### src/rtl/cache_dm_pkg.sv
// Shared types and helpers for the direct-mapped cache controller.
package cache_dm_pkg;

    typedef enum logic [2:0] {
        IDLE,
        LOOKUP,
        MEM_RD,
        MEM_WR,
        RESP
    } cache_state_e;

    localparam int unsigned ADDR_W_DEF = 5;
    localparam int unsigned DATA_W_DEF = 8;
    localparam int unsigned LINES_DEF  = 8;

    typedef struct packed {
        logic [31:0] tag;
        logic [31:0] idx;
    } addr_split_t;

    // Low idx_w bits select the line, the remaining upper bits form the tag.
    function automatic addr_split_t addr_split(input logic [31:0] addr,
                                               input int unsigned idx_w);
        addr_split_t s;
        s.idx = addr & ((32'd1 << idx_w) - 32'd1);
        s.tag = addr >> idx_w;
        return s;
    endfunction

endpackage

### src/rtl/cache_dm_array.sv
// Valid/tag/data storage: one combinational read port, one write port, bulk valid clear.
module cache_dm_array #(
    parameter int unsigned LINES  = 8,
    parameter int unsigned IDX_W  = 3,
    parameter int unsigned TAG_W  = 2,
    parameter int unsigned DATA_W = 8
) (
    input  logic              clk_i,
    input  logic              clr_i,
    input  logic [IDX_W-1:0]  rd_idx_i,
    output logic              rd_valid_o,
    output logic [TAG_W-1:0]  rd_tag_o,
    output logic [DATA_W-1:0] rd_data_o,
    input  logic              wr_en_i,
    input  logic [IDX_W-1:0]  wr_idx_i,
    input  logic [TAG_W-1:0]  wr_tag_i,
    input  logic [DATA_W-1:0] wr_data_i
);

    logic [LINES-1:0]  valid_q;
    logic [TAG_W-1:0]  tag_q  [LINES];
    logic [DATA_W-1:0] data_q [LINES];

    // Clear wins over a same-cycle fill so a reset or flush never leaves a stale line.
    always_ff @(posedge clk_i) begin
        if (clr_i) begin
            valid_q <= '0;
        end else if (wr_en_i) begin
            valid_q[wr_idx_i] <= 1'b1;
        end
    end

    always_ff @(posedge clk_i) begin
        if (wr_en_i) begin
            tag_q[wr_idx_i]  <= wr_tag_i;
            data_q[wr_idx_i] <= wr_data_i;
        end
    end

    assign rd_valid_o = valid_q[rd_idx_i];
    assign rd_tag_o   = tag_q[rd_idx_i];
    assign rd_data_o  = data_q[rd_idx_i];

endmodule

### src/rtl/cache_dm_ctrl.sv
// Direct-mapped, write-through, read-allocate cache controller with a refill FSM.
// Optional CACHE_DM_FLUSH_EN adds a flush input that clears all valid bits from IDLE.
module cache_dm_ctrl
    import cache_dm_pkg::*;
#(
    parameter int unsigned ADDR_W = ADDR_W_DEF,
    parameter int unsigned DATA_W = DATA_W_DEF,
    parameter int unsigned LINES  = LINES_DEF
) (
    input  logic              clk,
    input  logic              rst,
`ifdef CACHE_DM_FLUSH_EN
    input  logic              flush,
`endif
    input  logic              req_valid,
    output logic              req_ready,
    input  logic              req_we,
    input  logic [ADDR_W-1:0] req_addr,
    input  logic [DATA_W-1:0] req_wdata,
    output logic              resp_valid,
    output logic [DATA_W-1:0] resp_rdata,
    output logic              resp_hit,
    output logic              mem_rd_en,
    output logic              mem_wr_en,
    output logic [ADDR_W-1:0] mem_addr,
    output logic [DATA_W-1:0] mem_wdata,
    input  logic [DATA_W-1:0] mem_rdata,
    input  logic              mem_ack
);

    localparam int unsigned IDX_W = $clog2(LINES);
    localparam int unsigned TAG_W = ADDR_W - IDX_W;

    cache_state_e      state_q, state_d;
    logic              we_q, we_d;
    logic [ADDR_W-1:0] addr_q, addr_d;
    logic [DATA_W-1:0] wdata_q, wdata_d;
    logic [DATA_W-1:0] rdata_q, rdata_d;
    logic              hit_q, hit_d;

    addr_split_t       split;
    logic [IDX_W-1:0]  idx;
    logic [TAG_W-1:0]  tag;
    logic              unused_split;

    logic              arr_valid;
    logic [TAG_W-1:0]  arr_tag;
    logic [DATA_W-1:0] arr_data;
    logic              arr_we;
    logic [DATA_W-1:0] arr_wdata;
    logic              arr_clr;
    logic              flush_fire;
    logic              hit;

    assign split        = addr_split(32'(addr_q), IDX_W);
    assign idx          = split.idx[IDX_W-1:0];
    assign tag          = split.tag[TAG_W-1:0];
    assign unused_split = ^{split.tag[31:TAG_W], split.idx[31:IDX_W]};

    assign hit     = arr_valid && (arr_tag == tag);
    assign arr_clr = rst || flush_fire;

    cache_dm_array #(
        .LINES  (LINES),
        .IDX_W  (IDX_W),
        .TAG_W  (TAG_W),
        .DATA_W (DATA_W)
    ) u_array (
        .clk_i      (clk),
        .clr_i      (arr_clr),
        .rd_idx_i   (idx),
        .rd_valid_o (arr_valid),
        .rd_tag_o   (arr_tag),
        .rd_data_o  (arr_data),
        .wr_en_i    (arr_we),
        .wr_idx_i   (idx),
        .wr_tag_i   (tag),
        .wr_data_i  (arr_wdata)
    );

    always_comb begin
        state_d    = state_q;
        we_d       = we_q;
        addr_d     = addr_q;
        wdata_d    = wdata_q;
        rdata_d    = rdata_q;
        hit_d      = hit_q;
        arr_we     = 1'b0;
        arr_wdata  = wdata_q;
        flush_fire = 1'b0;
        req_ready  = 1'b0;

        case (state_q)
            IDLE: begin
                req_ready = 1'b1;
`ifdef CACHE_DM_FLUSH_EN
                if (flush) begin
                    flush_fire = 1'b1;
                    req_ready  = 1'b0;
                end else
`endif
                if (req_valid) begin
                    we_d    = req_we;
                    addr_d  = req_addr;
                    wdata_d = req_wdata;
                    state_d = LOOKUP;
                end
            end
            LOOKUP: begin
                hit_d = hit;
                if (we_q) begin
                    arr_we  = hit;
                    state_d = MEM_WR;
                end else if (hit) begin
                    rdata_d = arr_data;
                    state_d = RESP;
                end else begin
                    state_d = MEM_RD;
                end
            end
            MEM_RD: begin
                if (mem_ack) begin
                    arr_we    = 1'b1;
                    arr_wdata = mem_rdata;
                    rdata_d   = mem_rdata;
                    state_d   = RESP;
                end
            end
            MEM_WR: begin
                if (mem_ack) begin
                    rdata_d = '0;
                    state_d = RESP;
                end
            end
            RESP:    state_d = IDLE;
            default: state_d = IDLE;
        endcase
    end

    always_ff @(posedge clk) begin
        if (rst) begin
            state_q <= IDLE;
            we_q    <= 1'b0;
            addr_q  <= '0;
            wdata_q <= '0;
            rdata_q <= '0;
            hit_q   <= 1'b0;
        end else begin
            state_q <= state_d;
            we_q    <= we_d;
            addr_q  <= addr_d;
            wdata_q <= wdata_d;
            rdata_q <= rdata_d;
            hit_q   <= hit_d;
        end
    end

    assign resp_valid = (state_q == RESP);
    assign resp_rdata = rdata_q;
    assign resp_hit   = hit_q && (state_q == RESP);
    assign mem_rd_en  = (state_q == MEM_RD);
    assign mem_wr_en  = (state_q == MEM_WR);
    assign mem_addr   = addr_q;
    assign mem_wdata  = wdata_q;

endmodule

### config.mk
export PLATFORM = sky130hd
export DESIGN_NAME = cache_dm_ctrl
export DESIGN_NICKNAME = d
export VERILOG_FILES = /design/src/rtl/cache_dm_pkg.sv /design/src/rtl/cache_dm_array.sv /design/src/rtl/cache_dm_ctrl.sv
export SDC_FILE = /design/constraint.sdc
export NUM_CORES = 1
export LEC_CHECK = 0
export BUFFER_PORTS_ARGS = -buffer_cell sky130_fd_sc_hd__buf_2
export CELL_PAD_IN_SITES_DETAIL_PLACEMENT = 1
export CELL_PAD_IN_SITES_GLOBAL_PLACEMENT = 2
export CORE_MARGIN = 1.5
export CORE_UTILIZATION = 38
export CTS_CLUSTER_SIZE = 20
export DETAILED_ROUTE_END_ITERATION = 12
export GPL_ROUTABILITY_DRIVEN = 0
export PLACE_DENSITY = 0.73
export SLEW_MARGIN = 0
export SYNTH_ARGS = -nofsm -noshare
export SYNTH_HDL_FRONTEND = slang
export SYNTH_HIERARCHICAL = 1
export SYNTH_SLANG_ARGS = --single-unit
### constraint.sdc
create_clock -name clk -period 7.15 [get_ports clk]
set_clock_uncertainty 0.15 [all_clocks]
set_input_delay 0.715 -clock clk [delete_from_list [all_inputs] [get_ports clk]]
set_output_delay 0.715 -clock clk [all_outputs]
set_load 0.02 [all_outputs]
==> results.md <==
- CP Cell Sequence: buf_4 -> mux4_1 -> mux2_2 -> xnor2_1 -> and3_1 -> nand3_1 -> a21oi_1 -> or4b_2 -> inv_1
- GR Overflow Total: 0
- Mapped Cells: 307
- Yosys warns: 6
- Nets: 390
- #FFs+latches synth: 114
- Detailed Route Iter0 Violations: 129
- Final setup viols: 0
- Worst setup SP type: flip-flop
- Placed Cells incl. Taps: 513
- Drt drc: 0
- IO Count: 52
- Initial Utilization: 39.4%
- Post-CTS Setup Inserts: 0
- Fin crit period: 4.41 ns
- Slowest CP cell: or4b_2
- First-pass GRT wire length: 16500 um
- Hold-fix buffers at CTS: 0
- Synthesized cell area: 4770 um^2
- Crit-path max FO: 33
- Via Count: 2791
- Static Leak: 2.04 nW
- Initial antenna violation count: 0
- Placed cell area: 5160 um^2
- # diodes: 0
- DR vias/cell: 5.13
- Run status: finished, final reports clean
- Die area: 13200 um^2
- Fillers: 1254
- Crit path kind: flip-flop to flip-flop
- Core ar.: 12100 um^2
- Layout cell share with drive strength beyond 1: 29.8%
- Min-Delay Path Class: flip-flop to flip-flop
- Die Span Y: 115 um
- Clk_lat worst skew: 0.41 ns
- Max Cap Viol: 0
- Clock transition at path regs: 0.05 ns
- CTS HTree Levels: 4
- Dpl ws: 2.70 ns
- Routed Antenna Nets: 0
- CTS root buffer: clkbuf_16
- Netlist cell types: 36
- Non-Filler Instances: 544
- Mapped Nets: 333
- Fmax: 227 MHz
- Port Buf Inserts: 51
- Post-Syn Area per Cell: 15.5 um^2
- Post-route cell area: 5650 um^2
- CTS resizes: 0
- Prevailing post-synth register cell: edfxtp_1
- Crit. End Element: flip-flop
- Cell Pwr Density: 280 nW/um^2
- DRT Pass-1 Iters: 5
- Worst rel slew slack: 39.3%
- Std cell rows: 40
- Die Wd: 115 um
- Via count of the first global-routing pass: 2870
- Crit path max-delay family: simple AND/OR/NAND/NOR gates
- Synth-to-Final Area Change: 18.3%
- Hold_ws: 0.296 ns
- CTS sink cnt: 114
- Slew Limit Fails: 0
- Post-synthesis sequential area ratio: 64.6%
- Clock buffer depth: 2
- TritonCTS clock tree: done
- Wirelength, routed: 10700 um
- Wire per inst: 19.6 um
- Final HPWL DP: 7170 um
- Post-synth ARST share: 0%
- Largest net degree at the start of global routing: 34
- Setup tns final: 0 ns
- Total global-route track usage: 17.4%
- CP Buf/Inv Count: 2
- Worst path max stage delay: 0.66 ns
- WP data arrival: 4.32 ns
- Worst setup slack after layout: 2.74 ns
- Critical path required time: 7.06 ns
- Worst-margin pin slew: 0.907 ns
- Crit share post-route: 61.7%
- Worst IR Drop VDD: 0.166 mV
- Hold Violations, Final: 0
- CTS Buf Count: 17
- RSZ-0062 raised after global routing: no
- Count of flip-flops with a built-in enable after synthesis: 80
==> worst reg2reg max path, stage by stage (launching register included) <==
cell and delay [ns]:
dfxtp_1 0.30, buf_4 0.40, mux4_1 0.64, mux2_2 0.30
xnor2_1 0.31, and3_1 0.28, nand3_1 0.09, a21oi_1 0.58
or4b_2 0.66, inv_1 0.35
==> flip-flops by register name, summed over array words and instances, names as in the netlist <==
register         count
mem_addr             5
we_q                 1
resp_rdata           8
u_array/valid_q      8
u_array/tag_q       16
hit_q                1
u_array/data_q      64
state_q              3
mem_wdata            8
==> final cells by class <==
cell class / instances / area [um^2] / share of cell area (%)
timing repair buffer: 54 / 278 / 4.92
clock buffer: 21 / 440 / 7.80
clock inverter: 10 / 45.0 / 0.798
inverter: 23 / 86.3 / 1.53
multi-input combinational: 154 / 1500 / 26.6
tap: 168 / 210 / 3.72
sequential: 114 / 3080 / 54.6
==> kinds of logic (layout without fill, tap and decap cells) <==
family | after synthesis | in the layout | synth area share, %
DFF | 114 | 114 | 64.6
and+or+nand+nor | 66 | 66 | 7.60
AOI/OAI and AO/OA | 44 | 44 | 6.79
muxes | 42 | 42 | 16.7
buffers and inverters | 39 | 108 | 3.93
xor gates and xnor gates | 2 | 2 | 0.367
==> path summary, 6_finish.rpt <==
check             slack [ns]  cells past startpoint                       startpoint                         endpoint
setup / recovery        2.74                      9         mem_addr[0]$_SDFFE_PP0P_   u_array/data_q[0][0]$_DFFE_PP_
setup reg to reg        2.74                      9         mem_addr[0]$_SDFFE_PP0P_   u_array/data_q[0][0]$_DFFE_PP_
hold reg to reg         0.30                      2  u_array/valid_q[1]$_SDFFE_PP0P_  u_array/valid_q[1]$_SDFFE_PP0P_
hold / removal          0.30                      2  u_array/valid_q[1]$_SDFFE_PP0P_  u_array/valid_q[1]$_SDFFE_PP0P_
==> cell usage after synthesis (3+ instances only) <==
cell / count / area (um^2)
edfxtp_1: 80 / 2400
dfxtp_1: 34 / 681
nand2_1: 32 / 120
a21oi_1: 25 / 125
inv_1: 23 / 86.3
mux4_1: 21 / 552
mux2_2: 19 / 214
nor2_1: 10 / 37.5
a211oi_2: 8 / 100
a222oi_1: 8 / 80.1
clkbuf_1: 6 / 22.5
buf_6: 5 / 56.3
and2b_1: 3 / 22.5
buf_2: 3 / 15.0
nand4b_1: 3 / 26.3
nand4bb_1: 3 / 33.8
==> cell usage in the layout, fill, tap and decap left out, types with 10 or more instances in the layout <==
master,n
a21oi_1,25
buf_2,51
clkbuf_16,17
dfxtp_1,34
edfxtp_1,80
inv_1,23
mux2_2,19
mux4_1,21
nand2_1,32
nor2_1,10
==> report_power, final <==
group / internal (mW) / switching, mW / total [mW]
clock network: 0.429 / 0.268 / 0.697
registers: 0.727 / 0.0129 / 0.740
logic: 0.0554 / 0.0855 / 0.141
==> through the flow <==
stage / utilization, % / power [mW]
after global placement: 42.6 / 0.893
after floorplan: - / 0.849
after global routing: 46.6 / 1.64
after detailed placement: 42.6 / 0.897
final: 46.6 / 1.58
after CTS: 46.6 / 1.60
==> metal layers <==
layer	vias up	GRT usage (%)	wire, um
met1	1400	22.2	4650
met3	10	5.22	571
li1	1307	-	-
met4	0	7.08	157
met2	74	28.0	5300
met5	-	0	0
(Power assumes the default switching activity.)
